## src/rtl/dh_modexp_sequencer_if.sv

```systemverilog
// Signal bundle joining a DH key-exchange requester, the modexp sequencer and a shared modular multiplier.
// slave is the sequencer's view; master is the combined requester + multiplier view.
interface dh_modexp_sequencer_if #(
    parameter int WIDTH = 16
);
    logic             start;
    logic [WIDTH-1:0] base;
    logic [WIDTH-1:0] exponent;
    logic [WIDTH-1:0] modulus;
    logic             mul_start;
    logic [WIDTH-1:0] mul_a;
    logic [WIDTH-1:0] mul_b;
    logic [WIDTH-1:0] mul_mod;
    logic             mul_done;
    logic [WIDTH-1:0] mul_result;
    logic             busy;
    logic             done;
    logic [WIDTH-1:0] result;
    logic             err;

    modport slave (
        input  start, base, exponent, modulus, mul_done, mul_result,
        output mul_start, mul_a, mul_b, mul_mod, busy, done, result, err
    );

    modport master (
        output start, base, exponent, modulus, mul_done, mul_result,
        input  mul_start, mul_a, mul_b, mul_mod, busy, done, result, err
    );
endinterface

```

## src/rtl/dh_modexp_sequencer.sv

```systemverilog
// Left-to-right square-and-multiply base^exponent mod modulus over a shared multiplier.
// Latency WIDTH*(L+2) + popcount(exponent)*(L+1) + 1 cycles for multiplier latency L.
// No backpressure: start is ignored while busy; DH_SEQ_TIMEOUT_EN bounds each multiplier wait.
module dh_modexp_sequencer #(
    parameter int WIDTH   = 16,
    parameter int TIMEOUT = 1023
) (
    input  logic                  clk,
    input  logic                  rst,
    dh_modexp_sequencer_if.slave  bus
);
    localparam int IW = $clog2(WIDTH);

    typedef enum logic [2:0] {
        IDLE, SQ_REQ, SQ_WAIT, MUL_REQ, MUL_WAIT, NEXT, DONE
    } state_t;

    state_t           state;
    state_t           state_nxt;
    logic [WIDTH-1:0] acc;
    logic [WIDTH-1:0] base_q;
    logic [WIDTH-1:0] exp_q;
    logic [WIDTH-1:0] mod_q;
    logic [WIDTH-1:0] res_q;
    logic [IW-1:0]    idx;
    logic             accept;
    logic             wait_st;
    logic             timeout_hit;
    logic             mul_start_c;
    logic [WIDTH-1:0] mul_a_c;
    logic [WIDTH-1:0] mul_b_c;

    assign accept  = (state == IDLE) && bus.start;
    assign wait_st = (state == SQ_WAIT) || (state == MUL_WAIT);

`ifdef DH_SEQ_TIMEOUT_EN
    localparam int CW = $clog2(TIMEOUT + 1);
    logic [CW-1:0] wait_cnt;
    logic          err_q;

    // Counter sits at zero outside the wait states, so it restarts on every wait entry.
    always_ff @(posedge clk or negedge rst) begin
        if (!rst) begin
            wait_cnt <= '0;
        end else if (!wait_st) begin
            wait_cnt <= '0;
        end else begin
            wait_cnt <= wait_cnt + CW'(1);
        end
    end

    assign timeout_hit = wait_st && !bus.mul_done && (wait_cnt == CW'(TIMEOUT - 1));

    always_ff @(posedge clk or negedge rst) begin
        if (!rst) begin
            err_q <= 1'b0;
        end else if (accept) begin
            err_q <= 1'b0;
        end else if (timeout_hit) begin
            err_q <= 1'b1;
        end
    end

    assign bus.err = err_q;
`else
    assign timeout_hit = 1'b0;
    assign bus.err     = 1'b0;
`endif

    always_ff @(posedge clk or negedge rst) begin
        if (!rst) begin
            state <= IDLE;
        end else begin
            state <= state_nxt;
        end
    end

    always_comb begin
        state_nxt = state;
        unique case (state)
            IDLE:     if (bus.start) state_nxt = SQ_REQ;
            SQ_REQ:   state_nxt = SQ_WAIT;
            SQ_WAIT: begin
                if (bus.mul_done)     state_nxt = exp_q[idx] ? MUL_REQ : NEXT;
                else if (timeout_hit) state_nxt = DONE;
            end
            MUL_REQ:  state_nxt = MUL_WAIT;
            MUL_WAIT: begin
                if (bus.mul_done)     state_nxt = NEXT;
                else if (timeout_hit) state_nxt = DONE;
            end
            NEXT:     state_nxt = (idx == '0) ? DONE : SQ_REQ;
            DONE:     state_nxt = IDLE;
            default:  state_nxt = IDLE;
        endcase
    end

    always_comb begin
        mul_start_c = 1'b0;
        mul_a_c     = '0;
        mul_b_c     = '0;
        case (state)
            SQ_REQ: begin
                mul_start_c = 1'b1;
                mul_a_c     = acc;
                mul_b_c     = acc;
            end
            MUL_REQ: begin
                mul_start_c = 1'b1;
                mul_a_c     = acc;
                mul_b_c     = base_q;
            end
            default: ;
        endcase
    end

    assign bus.mul_start = mul_start_c;
    assign bus.mul_a     = mul_a_c;
    assign bus.mul_b     = mul_b_c;
    assign bus.mul_mod   = mod_q;
    assign bus.busy      = (state != IDLE);
    assign bus.done      = (state == DONE);
    assign bus.result    = res_q;

    // mul_done only lands in acc from a wait state, so stray pulses elsewhere are dropped.
    always_ff @(posedge clk or negedge rst) begin
        if (!rst) begin
            acc    <= '0;
            base_q <= '0;
            exp_q  <= '0;
            mod_q  <= '0;
            res_q  <= '0;
            idx    <= '0;
        end else begin
            if (accept) begin
                base_q <= bus.base;
                exp_q  <= bus.exponent;
                mod_q  <= bus.modulus;
                acc    <= {{(WIDTH-1){1'b0}}, (bus.modulus != WIDTH'(1))};
                idx    <= IW'(WIDTH - 1);
            end
            if (wait_st && bus.mul_done) begin
                acc <= bus.mul_result;
            end
            if ((state == NEXT) && (idx != '0)) begin
                idx <= idx - IW'(1);
            end
            if (state_nxt == DONE) begin
                res_q <= timeout_hit ? '0 : acc;
            end
        end
    end
endmodule

```

## src/flat_wrapper.sv

```systemverilog
// flat-port wrapper written by rule: the top's interface ports become plain ports
module dh_modexp_sequencer_flat 
#(
    parameter int WIDTH   = 16,
    parameter int TIMEOUT = 1023
)
  (clk, rst, bus_start, bus_base, bus_exponent, bus_modulus, bus_mul_done, bus_mul_result, bus_mul_start, bus_mul_a, bus_mul_b, bus_mul_mod, bus_busy, bus_done, bus_result, bus_err);
  dh_modexp_sequencer_if #(.WIDTH(WIDTH)) bus_i ();
  input  logic clk;
  input  logic rst;
  input wire logic [$bits(bus_i.start)-1:0] bus_start;
  input wire logic [$bits(bus_i.base)-1:0] bus_base;
  input wire logic [$bits(bus_i.exponent)-1:0] bus_exponent;
  input wire logic [$bits(bus_i.modulus)-1:0] bus_modulus;
  input wire logic [$bits(bus_i.mul_done)-1:0] bus_mul_done;
  input wire logic [$bits(bus_i.mul_result)-1:0] bus_mul_result;
  output wire logic [$bits(bus_i.mul_start)-1:0] bus_mul_start;
  output wire logic [$bits(bus_i.mul_a)-1:0] bus_mul_a;
  output wire logic [$bits(bus_i.mul_b)-1:0] bus_mul_b;
  output wire logic [$bits(bus_i.mul_mod)-1:0] bus_mul_mod;
  output wire logic [$bits(bus_i.busy)-1:0] bus_busy;
  output wire logic [$bits(bus_i.done)-1:0] bus_done;
  output wire logic [$bits(bus_i.result)-1:0] bus_result;
  output wire logic [$bits(bus_i.err)-1:0] bus_err;
  assign bus_i.start = bus_start;
  assign bus_i.base = bus_base;
  assign bus_i.exponent = bus_exponent;
  assign bus_i.modulus = bus_modulus;
  assign bus_i.mul_done = bus_mul_done;
  assign bus_i.mul_result = bus_mul_result;
  assign bus_mul_start = bus_i.mul_start;
  assign bus_mul_a = bus_i.mul_a;
  assign bus_mul_b = bus_i.mul_b;
  assign bus_mul_mod = bus_i.mul_mod;
  assign bus_busy = bus_i.busy;
  assign bus_done = bus_i.done;
  assign bus_result = bus_i.result;
  assign bus_err = bus_i.err;
  dh_modexp_sequencer #(.WIDTH(WIDTH), .TIMEOUT(TIMEOUT)) u_core (.clk(clk), .rst(rst), .bus(bus_i));
endmodule
```

## config.mk

```make
export PLATFORM = sky130hd
export DESIGN_NAME = dh_modexp_sequencer_flat
export DESIGN_NICKNAME = d
export VERILOG_FILES = /design/src/rtl/dh_modexp_sequencer_if.sv /design/src/rtl/dh_modexp_sequencer.sv /design/src/flat_wrapper.sv
export SDC_FILE = /design/constraint.sdc
export NUM_CORES = 1
export LEC_CHECK = 0
export CORE_MARGIN = 8
export CORE_UTILIZATION = 49
export CTS_CLUSTER_DIAMETER = 100
export DETAILED_ROUTE_END_ITERATION = 8
export PLACE_DENSITY = 0.87
export RECOVER_POWER = 100
export SLEW_MARGIN = 10
export SYNTH_ARGS = -nofsm -noshare
export SYNTH_HDL_FRONTEND = slang
export SYNTH_SLANG_ARGS = --single-unit
```

## constraint.sdc

```tcl
create_clock -name clk -period 3.51 [get_ports clk]
set_input_delay 0.351 -clock clk [delete_from_list [all_inputs] [get_ports clk]]
set_output_delay 0.351 -clock clk [all_outputs]
set_load 0.02 [all_outputs]
```

After elaboration in Yosys (flattened, before gate mapping)
Cells that the tools add are included.
{ "word_totals": {"elab_cells": 43, "in_bits": 68, "reg_bits": 87} }
{ "classes": {"order_cmp": 1, "muxes": 15, "n_reduce_logical": 11, "add_sub_neg": 1, "eq_ne": 8} }
{ "op_table": {"columns": ["op", "n"], "rows": [
  ["$mux W16", 3],
  ["$pmux W16 S2", 1],
  ["$pmux W3 S6", 1],
  ["$ne A16 B1 Y1 const B", 1],
  ["$mux W3", 5],
  ["$eq A3 B3 Y1 const B", 4],
  ["$mux W4", 2],
  ["$eq A3 B2 Y1 const B", 2],
  ["$lt A4 B5 Y1 const B", 1],
  ["$bmux W1 S4", 1],
  ["$logic_not A4 Y1", 1],
  ["$reduce_bool A2 Y1", 2],
  ["$reduce_bool A4 Y1", 1],
  ["$sub A4 B1 Y4 const B", 1],
  ["$eq A3 B1 Y1 const B", 1],
  ["$logic_and A1 B1 Y1", 3],
  ["$logic_not A3 Y1", 1],
  ["$reduce_bool A3 Y1", 1],
  ["$mux W1", 2],
  ["$reduce_or A2 Y1", 1],
  ["$logic_or A1 B1 Y1", 1]
]} }

Longest topological paths before layout
{ "logic_depth": {"ltp_word": 6, "mapped_depth": 7, "mapped_depth_nobuf": 6} }

Worst setup path before layout
OpenSTA, ideal clock, no wires.
{ "synth_path": {"path_type": "reg2reg", "from": "reg u_core.idx[0]", "to": "reg u_core.res_q[10], in the netlist u_core.bus.result[10]", "path_slack_ns": 1.686, "path_buffers": 2, "setup_ns": 0.125, "stages_incl_launch_ff": 8, "arrival_ns": 1.699, "path_cell_list": "dfrtp_1 -> buf_6 -> inv_1 -> ha_1 -> nor3b_1 -> nand2_2 -> buf_2 -> mux2_2"} }
{ "synth_between": {"elab_chain_cells": 6, "word_cells_on_any_way": 8, "classes_between": "1 x eq/ne; 6 x mux; 1 x reduce/logical"} }
{ "synth_lines": {"columns": ["item", "line", "text"], "rows": [
  ["start: declaration", "dh_modexp_sequencer.sv:25", "logic [IW-1:0] idx;"],
  ["start signal: assignment", "dh_modexp_sequencer.sv:140", "idx <= IW'(WIDTH - 1);"],
  ["start signal: assignment", "dh_modexp_sequencer.sv:146", "idx <= idx - IW'(1);"],
  ["$bmux W1 S4", "dh_modexp_sequencer.sv:84", "if (bus.mul_done) state_nxt = exp_q[idx] ? MUL_REQ : NEXT;"],
  ["$mux W1 (not written as such)", "dh_modexp_sequencer.sv:84", null],
  ["$mux W3 (2 in series)", "dh_modexp_sequencer.sv:84", null],
  ["$pmux W3 S6 *", "dh_modexp_sequencer.sv:80", "unique case (state)"],
  ["$eq A3 B3 Y1 *", "dh_modexp_sequencer.sv:148", "if (state_nxt == DONE) begin"],
  ["end signal: assignment", "dh_modexp_sequencer.sv:149", "res_q <= timeout_hit ? '0 : acc;"],
  ["end: declaration", "dh_modexp_sequencer.sv:24", "logic [WIDTH-1:0] res_q;"]
]} }
Every way passes the cells marked *; elsewhere a longest branch is shown, timed or not. The select of a mux whose other input is x is not followed.
A chain may end at the register's enable or synchronous reset.

Worst setup path after layout
{ "layout_path": {"from": "reg u_core.state[0]", "to": "reg u_core.acc[9]"} }
{ "layout_between": {"elab_chain_cells": 4, "word_cells_on_any_way": 8, "classes_between": "2 x eq/ne; 1 x mux; 5 x reduce/logical"} }
{ "layout_lines": {"columns": ["item", "line", "text"], "rows": [
  ["start: declaration", "dh_modexp_sequencer.sv:18", "state_t state;"],
  ["start signal: assignment", "dh_modexp_sequencer.sv:74", "state <= state_nxt;"],
  ["$eq A3 B2 Y1 or $eq A3 B3 Y1 (tied branches)", "dh_modexp_sequencer.sv:34", "assign wait_st = (state == SQ_WAIT) || (state == MUL_WAIT);"],
  ["$logic_or A1 B1 Y1", "dh_modexp_sequencer.sv:34", null],
  ["$logic_and A1 B1 Y1", "dh_modexp_sequencer.sv:142", "if (wait_st && bus.mul_done) begin"],
  ["$mux W16 or $reduce_bool A2 Y1 (tied branches)", null, null],
  ["end signal: assignment", "dh_modexp_sequencer.sv:139", "acc <= {{(WIDTH-1){1'b0}}, (bus.modulus != WIDTH'(1))};"],
  ["end signal: assignment", "dh_modexp_sequencer.sv:143", "acc <= bus.mul_result;"],
  ["end: declaration", "dh_modexp_sequencer.sv:20", "logic [WIDTH-1:0] acc;"]
]} }
Several ways; a longest one is shown, not always the timed one.

==> results by group <==
Pwr
  – Worst-case vdd ir drop: 0.4090 mV
  – Power per cell area: ~740 nW/um2
  – Lkg Pwr: between 2 and 3 nW

Placement
  – Final Wtd Congestion: between 0.8 and 0.9
  – Dpl hpwl: between 7000 and 8000 um
  – I/O Buffers: about 130
  – Placed Instance Area: 5273 um2
  – Placed Instances: between 500 and 600

Clock tree
  – Max clock buf depth: 2
  – Clock Latency Late Sink: about 0.34 ns
  – H-Tree Depth: 3
  – Post-CTS sizing: 0
  – CTS buffer count: 9
  – Post-cts hold buffer count: 0
  – Clock sink total: between 80 and 90
  – Clock root buffer: clkbuf_8
  – Post-CTS setup buffers: 0
  – CTS clock-pin slew for the worst setup and hold paths: about 0.080 ns
  – CTS tree: done

Global route
  – Total global routing overflow: 0
  – Global-route wire length before repair: around 16000 um
  – Gr usage total: between 10% and 20%
  – Vias in the first global route: slightly above 3000
  – Initial antenna violation count: 0
  – Pin count of the biggest net entering global routing: just under 90

Timing
  – RSZ-0062 raised after global routing: false
  – FMAX: about 330 MHz
  – Hold WS: ~0.5 ns
  – Worst-margin pin slew: around 2.2 ns
  – Crit share post-route: 85.09%
  – Final hold vios: 0
  – Crit path time final: roughly 3 ns
  – Max-slew violations: between 80 and 90
  – Clock skew: ~0.0069 ns
  – Slew headroom: -43.53%
  – Fin Setup TNS: 0 ns
  – Setup violators final: 0

Yosys
  – Largest cells by area after synthesis: dfrtp_1 (56%), mux2_2 (19%), mux2i_1 (4.9%), a22o_1 (3.4%), and3_1 (3.2%)
  – Number of synthesized flops with an enable pin: 0
  – Syn avg cell area: ~13 um2
  – Mapped Cells: about 290
  – Sequential area share after synthesis: a little under three fifths
  – Cell taking the most area after synthesis: dfrtp_1
  – Ys Warns: 0
  – Top FF cell, synth: dfrtp_1
  – Seq cells post-synth: a little under 90
  – Post-synth cell types: 36
  – Post-Syn Nets: 360
  – Area share of the largest cell type after synthesis: a little under three fifths
  – Post-synth ARST share: 100.0%
  – Synth Cell Area: roughly 3900 um2

Flow run
  – Max Cap Viol: 1

Worst setup path
  – Worst EP arrival: 3.22 ns
  – Crit-path max FO: 55
  – Worst endpoint required time: around 3.7 ns
  – Worst Setup Path Type: reg -> reg
  – Nature of the critical path endpoint: flip-flop
  – Setup crit start kind: flip-flop

Route
  – DRT antenna net count: 0
  – DR WL/cell: about 19 um
  – DR vias/cell: between 5 and 6
  – Pre-antenna DRT Iters: 5
  – Via Count: 2818
  – Final WL: approximately 10000 um
  – Initial DRC count: 73
  – Post-route DRC: 0

Layout
  – Util after Layout: a little over two thirds
  – Fillers: ~580
  – Leading cell type in the layout, fill and taps excluded: dfrtp_1
  – Most frequent cells in the layout: dfrtp_1 (87), dlygate4sd3_1 (67), mux2_2 (66), clkdlybuf4s50_1 (66), nor2_1 (21)
  – Fraction of layout cells with a size suffix above 1: 19.86%
  – Synthesis-to-finish area growth: 39.35%
  – # diodes: 0
  – Layout Nets: just under 500
  – Final non-filler cell total: about 530
  – Design area: 5405 um2

Status
  – Status: finished with violations
  – Failing checks: capacitance limit, slew limit

Floorplanning
  – CORE AREA: between 7000 and 8000 um2
  – Die width: between 100 and 150 um
  – Total Die Area: ~11000 um2
  – Floorplan row count: 32
  – Die Y: roughly 100 um
  – Starting Density: about half
  – IO Count: around 140

Worst hold path
  – Worst Hold Class: reg -> reg
==> critical path, cell delays in order, from the launching register on <==
cell and delay, ns:
dfrtp_1 0.58, or3_1 0.49, nor2_4 0.10, clkbuf_2 0.99, nor2_2 0.39, a22o_1 0.30
==> cell families (layout without fill, tap and decap cells) <==
group | after synthesis | count (layout) | share of synthesized area (%)
multiplexers | 88 | 88 | 26.10
flip-flops | 87 | 87 | 56.13
AND/OR/NAND/NOR | 60 | 60 | 8.420
AO/OA/AOI/OAI | 27 | 27 | 5.484
buffers and inverters | 26 | 158 | 3.226
adder cells (fa/ha/maj) | 1 | 1 | 0.3225
other | 1 | 1 | 0.09668
XOR/XNOR | 1 | 1 | 0.2258
==> metrics by stage <==
stage | setup WS (ns) | total power [mW]
after floorplan | 1.686 | 2.813
after global placement | 1.094 | 3.479
after detailed placement | 1.016 | 3.547
after CTS | 0.6232 | 4.135
after global routing | 0.2723 | 4.257
final | 0.5232 | 4.010
==> path summary, 6_finish.rpt <==
path | slack, ns | cells after the start | startpoint | end
min in group asynchronous | 0.61 | 1 | rst | u_core.bus.result[10]$_DFFE_PN0N_
worst max-delay path | 0.52 | 5 | u_core.state[0]$_DFF_PN0_ | u_core.acc[9]$_DFFE_PN0P_
max in group asynchronous | 1.61 | 1 | rst | u_core.acc[3]$_DFFE_PN0P_
worst min-delay path | 0.50 | 1 | u_core.exp_q[13]$_DFFE_PN0P_ | u_core.exp_q[13]$_DFFE_PN0P_
worst max register to register | 0.52 | 5 | u_core.state[0]$_DFF_PN0_ | u_core.acc[9]$_DFFE_PN0P_
worst min register to register | 0.50 | 1 | u_core.exp_q[13]$_DFFE_PN0P_ | u_core.exp_q[13]$_DFFE_PN0P_
==> Yosys cell counts, drive strengths merged (2+ instances only) <==
master and instances:
nor2 23, nor4 3, mux2i 19, clkbuf 4
o22ai 2, a21oi 4, mux4 3, nand2 4
inv 8, and3 20, mux2 66, nor3 3
dfrtp 87, o21ai 2, buf 14, a22o 15
or3 2
==> power breakdown <==
group	switching, mW	internal (mW)
combinational	0.858	0.916
sequential	0.275	1.38
clock	0.320	0.263
total	1.45	2.56
==> routing by layer <==
layer,GRT usage [%],wire [um],up-vias,share of wire (%)
met5,0,0,-,0
met4,9.480,285,0,2.8
met3,6.204,721,23,7.1
met2,31.04,5185,86,51
met1,20.93,3967,1400,39
li1,-,-,1309,-
==> layout make-up <==
type                       instances  area, um2  share of cell area (%)
clock inverter                     2      10.01                  0.1852
clock buffer                      11      141.4                   2.616
multi-input combinational        178       1563                   28.91
inverter                           8      30.03                  0.5556
sequential                        87       2177                   40.28
timing repair buffer             137       1356                   25.09
tap                              102      127.6                   2.361
==> state kept, by name, summed over array words and instances (netlist names) <==
name and count:
u_core.acc 16, u_core.base_q 16, u_core.bus.mul_mod 16, u_core.bus.result 16, u_core.exp_q 16, u_core.idx 4, u_core.state 3
No activity file was read; power rests on OpenSTA's default activity.
